$ cat src/rtl/ipsxe_floating_point_pkg.sv
// rtl/ipsxe_floating_point_pkg.sv - shared widths, special-value patterns and operand classes
package ipsxe_floating_point_pkg;

  localparam int DEF_EXPONENT_SIZE = 11;
  localparam int DEF_MANTISSA_SIZE = 52;
  localparam int DEF_GUARD_BITS    = 3;

  localparam int W_MANT_IN = DEF_MANTISSA_SIZE + DEF_GUARD_BITS + 2;
  localparam int W_RESULT  = DEF_EXPONENT_SIZE + DEF_MANTISSA_SIZE + 1;

  localparam logic [W_RESULT-1:0] QNAN_PATTERN =
    {1'b0, {DEF_EXPONENT_SIZE{1'b1}}, 1'b1, {(DEF_MANTISSA_SIZE-1){1'b0}}};
  localparam logic [W_RESULT-1:0] INF_PATTERN =
    {1'b0, {DEF_EXPONENT_SIZE{1'b1}}, {DEF_MANTISSA_SIZE{1'b0}}};
  localparam logic [W_RESULT-1:0] ZERO_PATTERN = '0;

  typedef enum logic [1:0] {
    CLS_FINITE = 2'd0,
    CLS_ZERO   = 2'd1,
    CLS_INF    = 2'd2,
    CLS_NAN    = 2'd3
  } op_class_e;

  // NaN wins over everything so a malformed multi-hot class still yields a NaN result
  function automatic op_class_e classify(input logic is_zero, input logic is_inf,
                                         input logic is_nan);
    if (is_nan)       return CLS_NAN;
    else if (is_zero) return CLS_ZERO;
    else if (is_inf)  return CLS_INF;
    else              return CLS_FINITE;
  endfunction

endpackage

$ cat src/rtl/ipsxe_floating_point_round_rne_v1_0.sv
// rtl/ipsxe_floating_point_round_rne_v1_0.sv - combinational round-to-nearest-even incrementer
module ipsxe_floating_point_round_rne_v1_0 #(
  parameter int MANTISSA_SIZE = 52,
  parameter int GUARD_BITS    = 3
) (
  input  logic [MANTISSA_SIZE+GUARD_BITS+1:0] value,
  output logic [MANTISSA_SIZE+1:0]            rounded
);

  logic lsb;
  logic rnd;
  logic sticky;
  logic incr;

  assign lsb    = value[GUARD_BITS];
  assign rnd    = value[GUARD_BITS-1];
  assign sticky = |value[GUARD_BITS-2:0];
  // Round up above half, or exactly at half when the kept LSB is odd
  assign incr   = rnd & (sticky | lsb);

  // Input never exceeds 2.0, and 2.0 has clear guard bits, so the add cannot overflow
  assign rounded = value[MANTISSA_SIZE+GUARD_BITS+1:GUARD_BITS]
                 + {{(MANTISSA_SIZE+1){1'b0}}, incr};

endmodule

$ cat src/rtl/ipsxe_floating_point_invsqrt_pack_v1_0.sv
// rtl/ipsxe_floating_point_invsqrt_pack_v1_0.sv - invsqrt round, normalise, special override and pack
module ipsxe_floating_point_invsqrt_pack_v1_0
  import ipsxe_floating_point_pkg::*;
#(
  parameter int EXPONENT_SIZE = DEF_EXPONENT_SIZE,
  parameter int MANTISSA_SIZE = DEF_MANTISSA_SIZE,
  parameter int GUARD_BITS    = DEF_GUARD_BITS
) (
  input  logic                                   i_clk,
  input  logic                                   i_rst_n,
  input  logic                                   i_valid,
  output logic                                   o_ready,
  input  logic [EXPONENT_SIZE-1:0]               i_exp_invsqrt_minus1,
  input  logic [MANTISSA_SIZE+GUARD_BITS+1:0]    i_mant,
  input  logic                                   i_sign,
  input  logic                                   i_is_zero,
  input  logic                                   i_is_inf,
  input  logic                                   i_is_nan,
  output logic                                   o_valid,
  input  logic                                   i_ready,
  output logic [EXPONENT_SIZE+MANTISSA_SIZE:0]   o_result,
  output logic                                   o_invalid,
  output logic                                   o_divide_by_zero
);

  localparam int WRND = MANTISSA_SIZE + 2;
  localparam int WRES = EXPONENT_SIZE + MANTISSA_SIZE + 1;

  localparam logic [EXPONENT_SIZE-1:0] EXP_ONES  = '1;
  localparam logic [EXPONENT_SIZE-1:0] EXP_ONE   = {{(EXPONENT_SIZE-1){1'b0}}, 1'b1};
  localparam logic [MANTISSA_SIZE-1:0] FRAC_ZERO = '0;
  localparam logic [WRES-1:0]          QNAN      =
    {1'b0, EXP_ONES, 1'b1, {(MANTISSA_SIZE-1){1'b0}}};

  logic v1;
  logic v2;
  logic ready1;
  logic ready2;

  logic [WRND-1:0]          rnd_value;
  logic [WRND-1:0]          s1_rounded;
  logic [EXPONENT_SIZE-1:0] s1_exp;
  logic                     s1_sign;
  op_class_e                s1_class;

  logic                     carry;
  logic [EXPONENT_SIZE-1:0] exp_out;
  logic [MANTISSA_SIZE-1:0] frac;
  logic [WRES-1:0]          result_d;
  logic                     invalid_d;
  logic                     dbz_d;
  logic                     unused_hidden_bit;

  // A stage accepts new data when empty or when its contents leave this cycle
  assign ready2  = ~v2 | i_ready;
  assign ready1  = ~v1 | ready2;
  assign o_ready = ready1;
  assign o_valid = v2;

  ipsxe_floating_point_round_rne_v1_0 #(
    .MANTISSA_SIZE (MANTISSA_SIZE),
    .GUARD_BITS    (GUARD_BITS)
  ) u_round (
    .value   (i_mant),
    .rounded (rnd_value)
  );

  // Stage 1: capture the rounded significand with exponent, sign and class
  always_ff @(posedge i_clk or negedge i_rst_n) begin
    if (!i_rst_n) begin
      v1         <= 1'b0;
      s1_rounded <= '0;
      s1_exp     <= '0;
      s1_sign    <= 1'b0;
      s1_class   <= CLS_FINITE;
    end else if (ready1) begin
      v1 <= i_valid;
      if (i_valid) begin
        s1_rounded <= rnd_value;
        s1_exp     <= i_exp_invsqrt_minus1;
        s1_sign    <= i_sign;
        s1_class   <= classify(i_is_zero, i_is_inf, i_is_nan);
      end
    end
  end

  // A rounded value of exactly 2.0 renormalises to 1.0 with the exponent bumped
  assign carry             = s1_rounded[MANTISSA_SIZE+1];
  assign exp_out           = carry ? (s1_exp + EXP_ONE) : s1_exp;
  assign frac              = carry ? FRAC_ZERO : s1_rounded[MANTISSA_SIZE-1:0];
  assign unused_hidden_bit = s1_rounded[MANTISSA_SIZE];

  // Special-value override in priority order: NaN, zero, infinity, sign check
  always_comb begin
    result_d  = '0;
    invalid_d = 1'b0;
    dbz_d     = 1'b0;
    case (s1_class)
      CLS_NAN: begin
        result_d = QNAN;
      end
      CLS_ZERO: begin
        result_d = {s1_sign, EXP_ONES, FRAC_ZERO};
        dbz_d    = 1'b1;
      end
      CLS_INF: begin
        if (s1_sign) begin
          result_d  = QNAN;
          invalid_d = 1'b1;
        end
      end
      default: begin
        if (s1_sign) begin
          result_d  = QNAN;
          invalid_d = 1'b1;
        end else begin
          result_d = {1'b0, exp_out, frac};
        end
      end
    endcase
  end

  // Stage 2: output register, held while downstream stalls
  always_ff @(posedge i_clk or negedge i_rst_n) begin
    if (!i_rst_n) begin
      v2               <= 1'b0;
      o_result         <= '0;
      o_invalid        <= 1'b0;
      o_divide_by_zero <= 1'b0;
    end else if (ready2) begin
      v2 <= v1;
      if (v1) begin
        o_result         <= result_d;
        o_invalid        <= invalid_d;
        o_divide_by_zero <= dbz_d;
      end
    end
  end

endmodule

$ cat config.mk
export PLATFORM = sky130hd
export DESIGN_NAME = ipsxe_floating_point_invsqrt_pack_v1_0
export DESIGN_NICKNAME = d
export VERILOG_FILES = /design/src/rtl/ipsxe_floating_point_pkg.sv /design/src/rtl/ipsxe_floating_point_round_rne_v1_0.sv /design/src/rtl/ipsxe_floating_point_invsqrt_pack_v1_0.sv
export SDC_FILE = /design/constraint.sdc
export NUM_CORES = 1
export LEC_CHECK = 0
export CAP_MARGIN = 5
export CELL_PAD_IN_SITES_DETAIL_PLACEMENT = 0
export CELL_PAD_IN_SITES_GLOBAL_PLACEMENT = 1
export CORE_ASPECT_RATIO = 1.2
export CORE_UTILIZATION = 33
export CTS_CLUSTER_SIZE = 25
export DETAILED_ROUTE_END_ITERATION = 10
export GPL_TIMING_DRIVEN = 0
export PLACE_DENSITY_LB_ADDON = 0.3
export SYNTH_ARGS = -nofsm -noshare
export SYNTH_HDL_FRONTEND = slang
export SYNTH_HIERARCHICAL = 1
export SYNTH_SLANG_ARGS = --single-unit
$ cat constraint.sdc
create_clock -name i_clk -period 4.46 [get_ports i_clk]
set_input_delay 1.115 -clock i_clk [delete_from_list [all_inputs] [get_ports i_clk]]
set_output_delay 1.115 -clock i_clk [all_outputs]
set_load 0.005 [all_outputs]
==> results of run 1 <==
[cell type report]
type,count,area share (%)
Multi-Input combinational cell,381,33.02
Clock inverter,8,0.5713
Clock buffer,24,5.385
Buffer,25,1.943
Inverter,7,0.3000
Tap cell,256,3.657
Timing Repair Buffer,143,16.55
Sequential cell,135,38.57
[metal layers]
metal / vias to the layer above / GRT usage [%] / routed length [um]
met5: - / 0 / 0
met4: 0 / 7.143 / 376
met3: 25 / 3.817 / 1003
met2: 172 / 30.61 / 8376
met1: 2446 / 23.50 / 7714
li1: 2333 / - / -
[power by group through the flow]
stage	Sequential, mW	Clock, mW	Combinational [mW]
after floorplan	1.47	0	0.263
after global placement	1.49	0	0.545
after detailed placement	1.50	0	0.561
after CTS	1.47	1.28	0.563
after global routing	1.49	1.34	0.609
final	1.47	1.25	0.555
[registers in the layout (all words and copies together), names as in the netlist]
register,count
s1_rounded,53
s1_class,2
o_invalid,1
s1_exp,11
o_divide_by_zero,1
s1_sign,1
o_valid,1
o_result,64
v1,1
[critical path: cells and delay by family]
family,cells,cell delay [ns]
buffers and inverters,1,0.60
AND/OR/NAND/NOR,4,1.78
XOR/XNOR,1,0.18
multiplexers,1,0.27
[how the worst max path moves through the flow]
| stage | slack [ns] | from | to | cells past startpoint |
|---|---|---|---|---|
| after CTS | 0.89 | i_mant[5] | s1_rounded[46] | 7 |
| after global placement | -2.89 | i_rst_n | s1_rounded[25] | 1 |
| after floorplan | 1.50 | i_mant[19] | s1_rounded[48] | 7 |
| final | 0.80 | i_mant[5] | s1_rounded[46] | 7 |
| after global routing | 0.76 | i_mant[5] | s1_rounded[46] | 7 |
| after detailed placement | 0.49 | i_mant[5] | s1_rounded[46] | 7 |
[layout by cell type (no fill, tap or decap), types with 3 or more instances in the layout]
cell               n
xor2_1            29
a21oi_1            3
ha_1               3
o22a_1             3
and2_1             4
nand2_1           38
nand4_1           20
o21ai_0            7
mux2_2            65
clkinv_2           4
nand3_1           23
nand2b_1           5
buf_2              7
dfrtp_1          135
clkbuf_1          12
xnor2_1           27
nor3_1            12
nor2_1            23
clkinvlp_4         4
and4_1            10
o21a_1             3
nor4_1             8
clkdlybuf4s50_1  141
buf_6              8
inv_1              7
clkbuf_16         17
buf_4              4
or2_2              3
and3_1            17
a22o_1            51
or4_1              4
[through the flow]
| stage | instances | util (%) | setup TNS [ns] | worst slack (ns) | hold slack (ns) |
|---|---|---|---|---|---|
| 6_report | 979 | 46.12 | 0 | 0.8023 | 0.4727 |
| 5_1_grt | 979 | 46.12 | 0 | 0.7623 | 0.5080 |
| 3_5_place_dp | 947 | 43.37 | 0 | 0.4867 | 0.4658 |
| 4_1_cts | 979 | 46.12 | 0 | 0.8852 | 0.4789 |
| 3_3_place_gp | 946 | 43.22 | -387.33 | -2.886 | 0.4549 |
| 2_1_floorplan | 548 | - | 0 | 1.496 | 0.4603 |
==> results.toml, run 1 <==
[outcome]
status = "completed"

[timing]
max_freq_ghz = 0.2734
slew_violations = 0
slew_headroom_pct = 18.71
finalSetupViolCount = 0
worstMarginPinSlew_ns = 1.208
rsz0062_at_grt = "no"
layout_min_cycle_time_ns = 3.658
min_period_over_period_pct = 82.01
finalHoldViolations = 0
fin_worst_skew_ns = 0.008519

[critical_path]
r2r_cells = 5
critPathLaunchType = "primary input"
endpoint_kind = "register"
path_class = "in -> reg"
critPathMaxStageDelay_ns = 1.04
worstReg2RegEnd = "o_result[10]"
critical_path_peak_fanout = 6
crit_chain = "clkdlybuf4s50_1 -> and4_1 -> nand2_1 -> nor4_1 -> nand4_1 -> xnor2_1 -> mux2_2"
critPathArrivalTime_ns = 3.95
cp_slowest_cell = "nor4_1"
cp_data_required_time_ns = 4.76
r2r_start = "o_valid"
reg2reg_setup_slack_ns = 2.61

[pwr]
p_leak_nw = 3.617
p_int_mw = 2.434
combinationalPowerShare_pct = 16.9
power.density_nw_per_um2 = 374.4
p_clk_share_pct = 38.2
p_sw_share_pct = 25.78
power.switching_mw = 0.8454
finalPower_mw = 3.280
p_seq_share_pct = 44.9
ir_worst_vdd_uv = 245.8

[synth]
yosysWarnings = 6
syn-cell-area_sq_um = 6467
netlist_instances = 548
syn_area_per_cell_sq_um = 11.80
synthesis.nets = 627

[grt]
overflow = 0
antenna_found_initial = 0
grt_first_pass_wirelength_um = 27990
grt_max_degree = 78
track_usage_pct = 18.48
grt_pass1_vias = 5223

[min_path]
hold_end = "o_result[63]"
whs_path_depth = 2
hp-class = "reg -> reg"
hold_path.startpoint = "o_result[63]"

[routing]
wl_um = 17470
drc_errors = 0
dr.pass1.iters = 5
via_per_inst = 5.083
ant_nets = 0
avgRoutedWirePerCell_um = 17.85
num_vias = 4976
drt_iter0_drc = 349

[cells_and_area]
multiInputGateArea_sq_um = 2893
fin_area_sq_um = 8760
layout.nets = 789
syn_to_final_growth_pct = 35.44
drive_above_1_share_pct = 17.15
n_antenna_cell = 0
seq_area_sq_um = 3378
n_fill_cell = 1780

[floorplan]
core_sq_um = 18990
dieHeight_um = 155.4
rows = 55
dieWidth_um = 129.8
die_area_sq_um = 20160
start_util_pct = 34.05
ios = 144

[clock_tree]
ctsResizeCount = 0
cts_htree_levels = 4
postCtsHoldBufs = 0
clock_path_buffers = 2
cts_buffers = 17
cts_tree = "yes"
postCtsSetupBuffers = 0
cts_sinks = 135
ctsRootBufferMaster = "clkbuf_16"
clk_pin_slew_worst_paths_ns = 0.06
insertion_delay_ns = 0.42

[placed_design]
portBuffers = 142
routabilityCongestion = 0.8409
dp_hpwl_um = 13160
placed_cell_area_sq_um = 8238

[flow_run]
cap_violations = 0
No activity file was read; power rests on OpenSTA's default activity.
==> run 2, diff against run 1 <==
==> constraint.sdc (replaced) <==
create_clock -name i_clk -period 3.66 [get_ports i_clk]
set_input_delay 0.915 -clock i_clk [delete_from_list [all_inputs] [get_ports i_clk]]
set_output_delay 0.915 -clock i_clk [all_outputs]
set_load 0.005 [all_outputs]
==> results of run 2 <==
Same layout as run 1 (identical final DEF). Status: completed.
Among the figures that moved: setup slack after placement 0.4867 ns -> -0.1133 ns; setup slack after layout 0.8023 ns -> 0.2023 ns; hold slack 0.4727 ns -> 0.4567 ns; register-to-register setup slack 2.61 ns -> 1.81 ns; total power 3.280 mW -> 3.996 mW; worst IR drop on VDD 245.8 uV -> 299.6 uV
==> run 3, diff against run 2 <==
--- a/config.mk
+++ b/config.mk
@@ -9,6 +9,7 @@
 export CELL_PAD_IN_SITES_DETAIL_PLACEMENT = 0
 export CELL_PAD_IN_SITES_GLOBAL_PLACEMENT = 1
 export CORE_ASPECT_RATIO = 1.2
+export CORE_MARGIN = 1.5
 export CORE_UTILIZATION = 33
 export CTS_CLUSTER_SIZE = 25
 export DETAILED_ROUTE_END_ITERATION = 10
==> run 3 against run 2 <==
Against the previous run: combinational power barely moved; count of clock-buffer cells in the layout fell by 2; clock skew rose by 0.0027 ns; critical path depth did not move; flip-flop and latch count did not move; sequential share of layout area fell by 0.22 points; maximum frequency rose by 0.23%; setup slack improved by 0.0079 ns; sequential power barely moved; critical path type unchanged; largest power group unchanged.
==> results.toml, run 3 (synthesized netlist as in run 1, its figures left out) <==
[timing]
slew_violations = 0
finalHoldViolations = 0
worstMarginPinSlew_ns = 1.185
slew_headroom_pct = 20.24
fin_worst_skew_ns = 0.01126
finalSetupViolCount = 0
max_freq_ghz = 0.2899
rsz0062_at_grt = "no"
min_period_over_period_pct = 94.25
setup_slack_ns = 0.2103
layout_min_cycle_time_ns = 3.450

[pwr]
ir_worst_vdd_uv = 286.7
power.density_nw_per_um2 = 468.1
finalPower_mw = 4.124
p_leak_nw = 3.649

[critical_path]
endpoint_kind = "register"
path_class = "in -> reg"
cp_slowest_cell = "nor4_1"
cp_data_required_time_ns = 3.95
crit_chain = "clkdlybuf4s50_1 -> and4_1 -> nand2_1 -> nor4_1 -> nand4_1 -> xnor2_1 -> mux2_2"
reg2reg_setup_slack_ns = 1.83
critPathMaxStageDelay_ns = 1.03
critical_path_peak_fanout = 6
critPathArrivalTime_ns = 3.74
critPathLaunchType = "primary input"

[cells_and_area]
mostFrequentLayoutCell = "clkdlybuf4s50_1"
multiInputGateArea_sq_um = 2893
regMostFlops = "o_result"
n_antenna_cell = 0
largest_reg_flops = 64
top_regs = "o_result (64), s1_rounded (53), s1_exp (11)"
layout.nets = 789
drive_above_1_share_pct = 17.34
fin_util_pct = 46.22
seq_area_sq_um = 3378
n_fill_cell = 1788
syn_to_final_growth_pct = 36.24
final_cell_mix = "141 x clkdlybuf4s50_1, 135 x dfrtp_1, 65 x mux2_2"

[placed_design]
portBuffers = 142
dp_hpwl_um = 13140
dp_slack_ns = -0.1281
routabilityCongestion = 0.7960

[clock_tree]
postCtsSetupBuffers = 0
clock_path_buffers = 2
ctsResizeCount = 0
insertion_delay_ns = 0.42
postCtsHoldBufs = 0
ctsRootBufferMaster = "clkbuf_16"
clk_pin_slew_worst_paths_ns = 0.06
cts_tree = "yes"
cts_htree_levels = 4
cts_sinks = 135
cts_buffers = 17

[routing]
ant_nets = 0
wl_met3_um = 996
dr.pass1.iters = 4
drc_errors = 0
avgRoutedWirePerCell_um = 17.67
dr_wl_met2_um = 8343
num_vias = 4902
drt_iter0_drc = 302
dr.max_layer_used = "met4"
wl_met1_um = 7651
wl_um = 17260
via_per_inst = 5.017

[floorplan]
die_area_sq_um = 20450
rows = 55
dieWidth_um = 130.8
start_util_pct = 33.93
core_sq_um = 19060
ios = 144
dieHeight_um = 156.4

[min_path]
hp-class = "in -> async"

[grt]
antenna_found_initial = 0
overflow = 0
track_usage_pct = 17.93
grt_pass1_vias = 5022
grt_max_degree = 72
grt_first_pass_wirelength_um = 27390

[flow_run]
cap_violations = 0

[outcome]
status = "completed"
## run 3: cell types whose count changed in the layout (fill, tap and decap cells not counted)
cell / delta
clkinv_4: +1
clkbuf_1: -3
bufinv_16: +2
clkbuf_8: +1
clkinvlp_4: -2
clkinv_2: -1
## run 3: worst paths after layout
path	cells after the start	end	startpoint
max	7	s1_rounded[46]	i_mant[5]
min	1	o_result[58]	i_rst_n
max reg2reg	5	o_result[14]	o_valid
min reg2reg	2	o_invalid	o_invalid
max in group asynchronous	2	s1_rounded[34]	i_rst_n
min in group i_clk	2	o_invalid	o_invalid
## run 3: final cells by class
cell class                      instances  area share, %
Timing Repair Buffer                  143          16.46
Sequential cell                       135          38.34
Clock inverter                          8          1.122
Clock buffer                           22          5.382
Buffer                                 25          1.931
Tap cell                              256          3.635
Multi-Input combinational cell        381          32.83
Inverter                                7         0.2982
## run 3: through the flow
stage | cell area, sq um | TNS (ns) | std cells | hold slack, ns
2_1_floorplan | 6467 | 0 | 548 | 0.4603
3_3_place_gp | 8209 | -473.68 | 946 | 0.4524
4_1_cts | 8811 | 0 | 977 | 0.4878
3_5_place_dp | 8238 | -0.3336 | 947 | 0.4753
5_1_grt | 8811 | 0 | 977 | 0.4997
6_report | 8811 | 0 | 977 | 0.4781
## run 3: power by group
part,switching (mW),internal (mW)
logic,0.277,0.396
registers,0.122,1.68
clock network,0.609,1.05
total,1.01,3.12
## run 3: critical path, delay by kind of cell
family / cells / cell delay (ns)
xor+xnor: 1 / 0.19
buf+inv: 1 / 0.58
mux: 1 / 0.26
simple gates: 4 / 1.79
## run 3: routing by layer
metal / vias up / track usage (%)
met3: 17 / 4.684
met2: 139 / 28.92
met1: 2413 / 23.49
li1: 2333 / -
met4: 0 / 5.599
met5: - / 0
